**src/rtl/mem_port_arbiter.sv**
```systemverilog
// -----------------------------------------------------------------------------
// mem_port_arbiter
//
// Purpose:
//   Arbitrates the single shared memory port between two requesters and runs
//   one transaction at a time.
//     - Requester A is instruction fetch.
//     - Requester B is the data load/store path.
//   The block drives the select of the 2:1 word mux that steers address and
//   write data onto the port. It returns a one-cycle Done pulse, plus the
//   captured read data, to the requester that owned the port.
//
//   Arbitration:
//     - A requester is eligible when its Req is high and its own Done is not
//       asserted in the current cycle. This stops a held Req from being
//       re-granted in the same cycle its previous transaction completes.
//     - When both are eligible, the one that was not granted last wins.
//     - After reset, A wins the first tie.
//
// Optional feature (macro MEM_ARB_TIMEOUT_EN):
//   - A BUSY-cycle counter aborts a transaction that has waited TIMEOUT
//     cycles without MemReady.
//   - The abort completes with Done and Err asserted, and RData unchanged.
//   - MemReady on the terminal edge wins and gives a normal completion.
//   - Without the macro, BUSY waits indefinitely and Err stays 0.
//
// Ports:
//   Clk, Reset_n              clock (rising edge), async active-low reset
//   ReqA/AddrA/WDataA/WrA     requester A transaction request and operands
//   ReqB/AddrB/WDataB/WrB     requester B transaction request and operands
//   MemReady, MemRData        memory completion strobe and read data
//   MemValid/MemAddr/MemWData/MemWr   transaction presented to memory
//   Sel                       mux select, 0 = A, 1 = B
//   GntA, GntB                current port owner
//   DoneA, DoneB              one-cycle completion pulses
//   RData                     read data captured at completion
//   Err                       completion was a timeout (optional feature)
//
// All outputs are registered.
// -----------------------------------------------------------------------------
module mem_port_arbiter #(
    parameter int DATA_WIDTH = 32,
    parameter int ADDR_WIDTH = 32,
    parameter int TIMEOUT    = 16
) (
    input  logic                  Clk,
    input  logic                  Reset_n,
    input  logic                  ReqA,
    input  logic [ADDR_WIDTH-1:0] AddrA,
    input  logic [DATA_WIDTH-1:0] WDataA,
    input  logic                  WrA,
    input  logic                  ReqB,
    input  logic [ADDR_WIDTH-1:0] AddrB,
    input  logic [DATA_WIDTH-1:0] WDataB,
    input  logic                  WrB,
    input  logic                  MemReady,
    input  logic [DATA_WIDTH-1:0] MemRData,
    output logic                  MemValid,
    output logic [ADDR_WIDTH-1:0] MemAddr,
    output logic [DATA_WIDTH-1:0] MemWData,
    output logic                  MemWr,
    output logic                  Sel,
    output logic                  GntA,
    output logic                  GntB,
    output logic                  DoneA,
    output logic                  DoneB,
    output logic [DATA_WIDTH-1:0] RData,
    output logic                  Err
);

    typedef enum logic [1:0] {
        IDLE   = 2'd0,
        BUSY_A = 2'd1,
        BUSY_B = 2'd2
    } state_t;

    state_t                state_r,     state_s;
    logic                  last_gnt_r,  last_gnt_s;   // 1 = B was granted last
    logic                  mem_valid_r, mem_valid_s;
    logic [ADDR_WIDTH-1:0] mem_addr_r,  mem_addr_s;
    logic [DATA_WIDTH-1:0] mem_wdata_r, mem_wdata_s;
    logic                  mem_wr_r,    mem_wr_s;
    logic                  sel_r,       sel_s;
    logic                  gnt_a_r,     gnt_a_s;
    logic                  gnt_b_r,     gnt_b_s;
    logic                  done_a_r,    done_a_s;
    logic                  done_b_r,    done_b_s;
    logic [DATA_WIDTH-1:0] rdata_r,     rdata_s;
    logic                  err_r,       err_s;
    logic                  elig_a_s,    elig_b_s;

`ifdef MEM_ARB_TIMEOUT_EN
    localparam int CW = $clog2(TIMEOUT + 1);
    logic [CW-1:0] tmo_cnt_r, tmo_cnt_s;
    logic          tmo_hit_s;

    // Counter has seen TIMEOUT ready-less BUSY cycles; next edge aborts.
    assign tmo_hit_s = (tmo_cnt_r == CW'(TIMEOUT));
`endif

    // A held Req is not eligible while its previous Done is still showing.
    assign elig_a_s = ReqA & ~done_a_r;
    assign elig_b_s = ReqB & ~done_b_r;

    // Next-state and next-output logic for the arbitration sequencer.
    always_comb begin
        state_s     = state_r;
        last_gnt_s  = last_gnt_r;
        mem_valid_s = mem_valid_r;
        mem_addr_s  = mem_addr_r;
        mem_wdata_s = mem_wdata_r;
        mem_wr_s    = mem_wr_r;
        sel_s       = sel_r;
        gnt_a_s     = gnt_a_r;
        gnt_b_s     = gnt_b_r;
        done_a_s    = 1'b0;
        done_b_s    = 1'b0;
        rdata_s     = rdata_r;
        err_s       = 1'b0;
`ifdef MEM_ARB_TIMEOUT_EN
        tmo_cnt_s   = tmo_cnt_r;
`endif

        case (state_r)
            IDLE: begin
                // A wins when it is the only one eligible, or on a tie when B went last.
                if (elig_a_s && (!elig_b_s || last_gnt_r)) begin
                    state_s     = BUSY_A;
                    last_gnt_s  = 1'b0;
                    mem_valid_s = 1'b1;
                    mem_addr_s  = AddrA;
                    mem_wdata_s = WDataA;
                    mem_wr_s    = WrA;
                    sel_s       = 1'b0;
                    gnt_a_s     = 1'b1;
                    gnt_b_s     = 1'b0;
`ifdef MEM_ARB_TIMEOUT_EN
                    tmo_cnt_s   = {CW{1'b0}};
`endif
                end else if (elig_b_s) begin
                    state_s     = BUSY_B;
                    last_gnt_s  = 1'b1;
                    mem_valid_s = 1'b1;
                    mem_addr_s  = AddrB;
                    mem_wdata_s = WDataB;
                    mem_wr_s    = WrB;
                    sel_s       = 1'b1;
                    gnt_a_s     = 1'b0;
                    gnt_b_s     = 1'b1;
`ifdef MEM_ARB_TIMEOUT_EN
                    tmo_cnt_s   = {CW{1'b0}};
`endif
                end else begin
                    // Nothing eligible: hold everything, including Sel.
                    state_s = IDLE;
                end
            end

            BUSY_A, BUSY_B: begin
                if (MemReady) begin
                    if (!mem_wr_r) begin
                        rdata_s = MemRData;
                    end else begin
                        rdata_s = rdata_r;
                    end
                    done_a_s    = (state_r == BUSY_A);
                    done_b_s    = (state_r == BUSY_B);
                    gnt_a_s     = 1'b0;
                    gnt_b_s     = 1'b0;
                    mem_valid_s = 1'b0;
                    mem_wr_s    = 1'b0;
                    state_s     = IDLE;
`ifdef MEM_ARB_TIMEOUT_EN
                end else if (tmo_hit_s) begin
                    // Abandon the access; RData keeps its previous value.
                    done_a_s    = (state_r == BUSY_A);
                    done_b_s    = (state_r == BUSY_B);
                    err_s       = 1'b1;
                    gnt_a_s     = 1'b0;
                    gnt_b_s     = 1'b0;
                    mem_valid_s = 1'b0;
                    mem_wr_s    = 1'b0;
                    state_s     = IDLE;
                end else begin
                    tmo_cnt_s = tmo_cnt_r + {{(CW-1){1'b0}}, 1'b1};
                end
`else
                end else begin
                    // Keep presenting the transaction until memory accepts it.
                    state_s = state_r;
                end
`endif
            end

            default: begin
                // Unreachable encoding: recover to a quiet IDLE.
                state_s     = IDLE;
                mem_valid_s = 1'b0;
                mem_wr_s    = 1'b0;
                gnt_a_s     = 1'b0;
                gnt_b_s     = 1'b0;
            end
        endcase
    end

    // State and output registers; reset abandons any transaction in flight.
    always_ff @(posedge Clk or negedge Reset_n) begin
        if (!Reset_n) begin
            state_r     <= IDLE;
            last_gnt_r  <= 1'b1;
            mem_valid_r <= 1'b0;
            mem_addr_r  <= {ADDR_WIDTH{1'b0}};
            mem_wdata_r <= {DATA_WIDTH{1'b0}};
            mem_wr_r    <= 1'b0;
            sel_r       <= 1'b0;
            gnt_a_r     <= 1'b0;
            gnt_b_r     <= 1'b0;
            done_a_r    <= 1'b0;
            done_b_r    <= 1'b0;
            rdata_r     <= {DATA_WIDTH{1'b0}};
            err_r       <= 1'b0;
`ifdef MEM_ARB_TIMEOUT_EN
            tmo_cnt_r   <= {CW{1'b0}};
`endif
        end else begin
            state_r     <= state_s;
            last_gnt_r  <= last_gnt_s;
            mem_valid_r <= mem_valid_s;
            mem_addr_r  <= mem_addr_s;
            mem_wdata_r <= mem_wdata_s;
            mem_wr_r    <= mem_wr_s;
            sel_r       <= sel_s;
            gnt_a_r     <= gnt_a_s;
            gnt_b_r     <= gnt_b_s;
            done_a_r    <= done_a_s;
            done_b_r    <= done_b_s;
            rdata_r     <= rdata_s;
            err_r       <= err_s;
`ifdef MEM_ARB_TIMEOUT_EN
            tmo_cnt_r   <= tmo_cnt_s;
`endif
        end
    end

    assign MemValid = mem_valid_r;
    assign MemAddr  = mem_addr_r;
    assign MemWData = mem_wdata_r;
    assign MemWr    = mem_wr_r;
    assign Sel      = sel_r;
    assign GntA     = gnt_a_r;
    assign GntB     = gnt_b_r;
    assign DoneA    = done_a_r;
    assign DoneB    = done_b_r;
    assign RData    = rdata_r;
    assign Err      = err_r;

endmodule

```
**config.mk**
```make
export PLATFORM = sky130hd
export DESIGN_NAME = mem_port_arbiter
export DESIGN_NICKNAME = d
export VERILOG_FILES = /design/src/rtl/mem_port_arbiter.sv
export SDC_FILE = /design/constraint.sdc
export NUM_CORES = 1
export LEC_CHECK = 0
export BUFFER_PORTS_ARGS = -buffer_cell sky130_fd_sc_hd__buf_2
export CORE_MARGIN = 2
export CORE_UTILIZATION = 29
export CTS_CLUSTER_DIAMETER = 80
export CTS_CLUSTER_SIZE = 28
export DETAILED_ROUTE_END_ITERATION = 16
export SLEW_MARGIN = 10
export SYNTH_ARGS = -nofsm -noshare
export SYNTH_HDL_FRONTEND = slang
export SYNTH_SLANG_ARGS = --single-unit
```
**constraint.sdc**
```tcl
create_clock -name Clk -period 2.2 [get_ports Clk]
set_input_delay 0.22 -clock Clk [delete_from_list [all_inputs] [get_ports Clk]]
set_output_delay 0.22 -clock Clk [all_outputs]
set_load 0.02 [all_outputs]
```
## Word-level counts from Yosys, hierarchy flattened

Cells that the tools add are included.

| storage, ports and cells | value |
|---|---|
| flip-flop bits (word level) | 106 |
| input port bits | 167 |
| output and inout port bits | 104 |
| logic and storage cells | 54 |

| cells by class | value |
|---|---|
| eq/ne operators | 4 |
| multiplexer cells | 24 |
| bitwise operators | 5 |
| reductions and logical operators | 9 |

Operator list:

| cell | count |
|---|---|
| 32-bit 2-to-1 mux | 4 |
| 1-bit 2-to-1 mux | 12 |
| 1-bit one-hot mux with 2 select lines | 4 |
| 2-bit 2-to-1 mux | 3 |
| 2-bit one-hot mux with 2 select lines | 1 |
| 2-bit AND reduction | 2 |
| 3-bit != test, second input constant | 1 |
| 1-bit NOT | 3 |
| 3-bit AND reduction | 1 |
| 1-bit bitwise AND | 2 |
| 2-bit by 1-bit == test with 1-bit output, second input constant | 1 |
| 2-bit == test, second input constant | 1 |
| 2-bit logical NOT | 1 |
| 2-bit != test, second input constant | 1 |
| 2-bit nonzero test | 1 |
| 2-bit OR reduction | 1 |
| 1-bit logical AND | 1 |
| 1-bit logical NOT | 1 |
| 1-bit logical OR | 1 |

## Logic depth before layout (Yosys ltp)

| depth | value |
|---|---|
| depth after elaboration | 7 |
| depth in mapped cells | 7 |
| depth with buffers taken out | 5 |

## Worst setup path before layout

OpenSTA, ideal clock, no wires.

| path | value |
|---|---|
| kind | register to register |
| start | reg state_r[0] |
| end | reg mem_wr_r, in the netlist MemWr |
| setup time | 0.124 ns |
| arrival time | 1.519 ns |
| required time | 2.076 ns |
| path slack | 0.557 ns |
| cell stages (with the launch flop) | 7 |
| path buffers | 1 |
| period minus slack after synthesis | 1.643 ns |
| cell sequence | dfrtp_1 -> inv_1 -> ha_1 -> nor2b_1 -> clkbuf_1 -> a31o_2 -> a211o_1 |

| on the way | value |
|---|---|
| word-level cells in the longest chain between the ends | 4 |
| elaborated cells on any way between the ends | 8 |
| those cells by class | eq/ne: 4; mux: 1; reduce/logical: 3 |

RTL lines:

| item | RTL line | RTL |
|---|---|---|
| start: declaration | 77 | `state_t state_r, state_s;` |
| start signal: assignment | 226 | `state_r <= state_s;` |
| 2-bit by 1-bit == test with 1-bit output / 2-bit == test (equally long branches) | 124 | `case (state_r)` |
| 2-bit OR reduction | 124 |  |
| 2-bit != test (no line) | - |  |
| 2-bit AND reduction (no line) | - |  |
| end signal: assignment | 231 | `mem_wr_r <= mem_wr_s;` |
| end: declaration | 82 | `logic mem_wr_r, mem_wr_s;` |

Several ways; a longest one is shown, not always the timed one.
A chain may end at the register's enable or synchronous reset.

## Final worst setup path

| path | value |
|---|---|
| start | reg state_r[0] |
| end | reg mem_wdata_r[27], in the netlist MemWData[27] |

| on the way | value |
|---|---|
| word-level cells in the longest chain between the ends | 2 |

RTL lines:

| item | RTL line | RTL |
|---|---|---|
| 2-bit logical NOT | 124 |  |
| 2-bit AND reduction (no line) | - |  |
| end signal: assignment | 213 | `mem_wdata_r <= {DATA_WIDTH{1'b0}};` |
| end signal: assignment | 230 | `mem_wdata_r <= mem_wdata_s;` |
| end: declaration | 81 | `logic [DATA_WIDTH-1:0] mem_wdata_r, mem_wdata_s;` |

No other way between the ends.

==> results.json <==
{
  "min_from": "MemRData[9]",
  "r2r-start": "state_r[0]",
  "slew_headroom_pct": 60.3,
  "startpoint_type": "flop",
  "wl_per_cell_um": 18.7,
  "max_freq_mhz": 567,
  "ff2ff_setup_slack_ns": 0.44,
  "syn_nets": 673,
  "dieHeight_um": 148,
  "syn_area_per_cell_um2": 12.0,
  "fin_nets": 907,
  "r2r_end": "MemWData[27]",
  "initial_core_util_pct": 29.7,
  "path_max_fanout": 26,
  "register_area_um2": 2660,
  "die_w_um": 148,
  "worstPathRequired_ns": 2.43,
  "clockBufferDepth": 2,
  "num_vias": 5297,
  "portBuffers": 269,
  "grt_pass1_wl_um": 29800,
  "wl_um": 18900,
  "die_area_um2": 22000,
  "first_pass_iters": 6,
  "cts_resized": 0,
  "cts_htree_levels": 3,
  "cap_violations": 0,
  "cts_sinks": 106,
  "final.fill_count": 2039,
  "path_clk_slew_ns": 0.08,
  "static-leakage-power_nw": 3.73,
  "tightest_slew_ns": 0.595,
  "syn2layout_area_growth_pct": 32.3,
  "cp-end-kind": "flop",
  "rsz0062_at_grt": "false",
  "layout_common_cells": "268 x buf_2, 104 x dfrtp_1, 66 x o21ai_0, 64 x and3b_1, 64 x a2bb2oi_1",
  "drtIter0Drc": 200,
  "overflow": 0,
  "peakVddDrop_uv": 764,
  "slew_viol_final": 0,
  "synthesis.area_um2": 6030,
  "io_pins": 271,
  "synth.distinct_cells": 37,
  "cts_root_buffer": "clkbuf_16",
  "finalCritPeriodShare_pct": 80.1,
  "track_usage_pct": 17.0,
  "syn_inst": 503,
  "core_region_area_um2": 20300,
  "yosysWarnings": 0,
  "rows": 52,
  "p_per_area_nw_per_um2": 1450,
  "multi_input_area_um2": 3010,
  "ys_seq_area_share_pct": 44.0,
  "cts_buffers": 9,
  "place_congestion": 0.805,
  "fin_crit_ns": 1.76,
  "final_core_util_pct": 39.3,
  "hold_path_class": "in2reg",
  "drive_gt1_share_pct": 55.3,
  "setup_viol_count_final": 0,
  "whs_endpoint": "RData[9]",
  "tns_ns": 0,
  "ys_ff_latch": 106,
  "hpwl_um": 13100,
  "crit_arrival_ns": 1.99,
  "route.detailed.drc": 0,
  "finalHoldViolCount": 0,
  "grt_pass1_vias": 5446,
  "cts_tree": "built",
  "viasPerCell": 5.23,
  "holdWs_ns": 0.0918,
  "cts_setup_buffers": 0,
  "holdPathStages": 2,
  "finalClockSkew_ns": 0.00977,
  "clkLatencyLatePin_ns": 0.35,
  "antenna_found_initial": 2,
  "reg2regPathDepth": 6,
  "status": "complete, no violations",
  "final_common_cell": "buf_2",
  "criticalPathCategory": "reg2reg",
  "grt_max_degree": 67,
  "drtAntennaViolNets": 0
}
metrics by stage:
stage	total power, mW	std cells	instance area [um^2]	worst slack [ns]
after detailed placement	9.92	995	7660	0.443
after global placement	9.87	995	7660	0.487
after global routing	12.3	1013	7980	0.238
after CTS	11.8	1012	7980	0.427
after floorplan	7.92	503	6030	0.557
final	11.6	1013	7980	0.437
sequential cells by signal (all words and copies together) (netlist names):
| name | flops |
|---|---|
| state_r | 2 |
| DoneB | 1 |
| MemWData | 32 |
| Sel | 1 |
| DoneA | 1 |
| GntA | 1 |
| MemWr | 1 |
| RData | 32 |
| MemAddr | 32 |
| last_gnt_r | 1 |
| GntB | 1 |
| MemValid | 1 |
worst max path at each step:
stage / startpoint / to / slack (ns) / cells past startpoint
2_1_floorplan: state_r[0] / MemWr / 0.56 / 6
3_3_place_gp: state_r[0] / MemWData[12] / 0.49 / 6
3_5_place_dp: state_r[0] / MemWData[27] / 0.44 / 6
4_1_cts: state_r[0] / MemWData[27] / 0.43 / 6
5_1_grt: state_r[1] / MemWData[27] / 0.24 / 6
6_report: state_r[0] / MemWData[27] / 0.44 / 6
cells in the mapped netlist:
| master | n | area [um^2] |
|---|---|---|
| a2111oi_0 | 1 | 8.76 |
| a211o_1 | 2 | 17.5 |
| a21oi_1 | 1 | 5.00 |
| a21oi_2 | 1 | 8.76 |
| a221oi_1 | 4 | 35.0 |
| a221oi_2 | 60 | 901 |
| a2bb2oi_1 | 64 | 561 |
| a31o_2 | 1 | 8.76 |
| and2_1 | 1 | 6.26 |
| and3_1 | 1 | 6.26 |
| and3b_1 | 64 | 561 |
| buf_1 | 2 | 7.51 |
| buf_2 | 24 | 120 |
| buf_4 | 8 | 60.1 |
| buf_6 | 8 | 90.1 |
| clkbuf_1 | 27 | 101 |
| clkbuf_2 | 1 | 5.00 |
| conb_1 | 1 | 3.75 |
| dfrtp_1 | 105 | 2630 |
| dfstp_2 | 1 | 26.3 |
| ha_1 | 3 | 37.5 |
| inv_1 | 5 | 18.8 |
| mux2_2 | 32 | 360 |
| nand2_1 | 6 | 22.5 |
| nand2b_1 | 2 | 12.5 |
| nand3_1 | 1 | 5.00 |
| nand3b_1 | 1 | 7.51 |
| nand4_1 | 1 | 6.26 |
| nor2b_1 | 2 | 12.5 |
| nor3b_2 | 1 | 12.5 |
| nor4_1 | 1 | 6.26 |
| o21ai_0 | 66 | 330 |
| o21ai_1 | 1 | 5.00 |
| o22a_1 | 1 | 8.76 |
| o2bb2ai_1 | 1 | 8.76 |
| or3b_1 | 1 | 8.76 |
| or4_4 | 1 | 11.3 |
cells by family after synthesis:
kind of cell    count (synthesis)  share of synthesized area, %
compound gates                203                          31.5
flops                         106                          44.0
simple gates                   83                          11.2
buf+inv                        75                          6.68
mux                            32                          5.97
fa+ha+maj                       3                         0.622
other cells                     1                        0.0621
per-layer routing:
| layer | global-route usage (%) | up-vias | routed length (um) | share of wire (%) |
|---|---|---|---|---|
| li1 | - | 2439 | - | - |
| met1 | 23.2 | 2622 | 8610 | 46 |
| met2 | 26.7 | 210 | 8590 | 45 |
| met3 | 4.51 | 24 | 1350 | 7.2 |
| met4 | 4.67 | 2 | 335 | 1.8 |
| met5 | 0 | - | 13 | 0.069 |
critical path, stage by stage (launching register included):
cell and delay (ns):
dfrtp_1 0.41, inv_1 0.09, ha_1 0.28, clkinv_2 0.19
buf_4 0.32, a221oi_1 0.26, a2bb2oi_1 0.11
cell type report:
class                      count  share of cell area [%]
clock inverter                 7                    1.13
timing repair buffer         293                    20.6
sequential                   106                    33.3
tap                          270                    4.23
clock buffer                   9                    2.82
antenna                        1                  0.0313
multi-input combinational    322                    37.7
inverter                       5                   0.251
power by group:
group / switching [mW] / total (mW) / internal [mW]
sequential: 0.573 / 3.51 / 2.94
combinational: 3.60 / 6.32 / 2.72
clock: 0.840 / 1.76 / 0.920
total: 5.02 / 11.6 / 6.58
repair_timing:
action	4_1_cts	5_1_grt
setup endpoints to repair	0	0
endpoints found under the hold margin	16	0
hold buffers	1	0
Power figures use the tool's default switching activity.
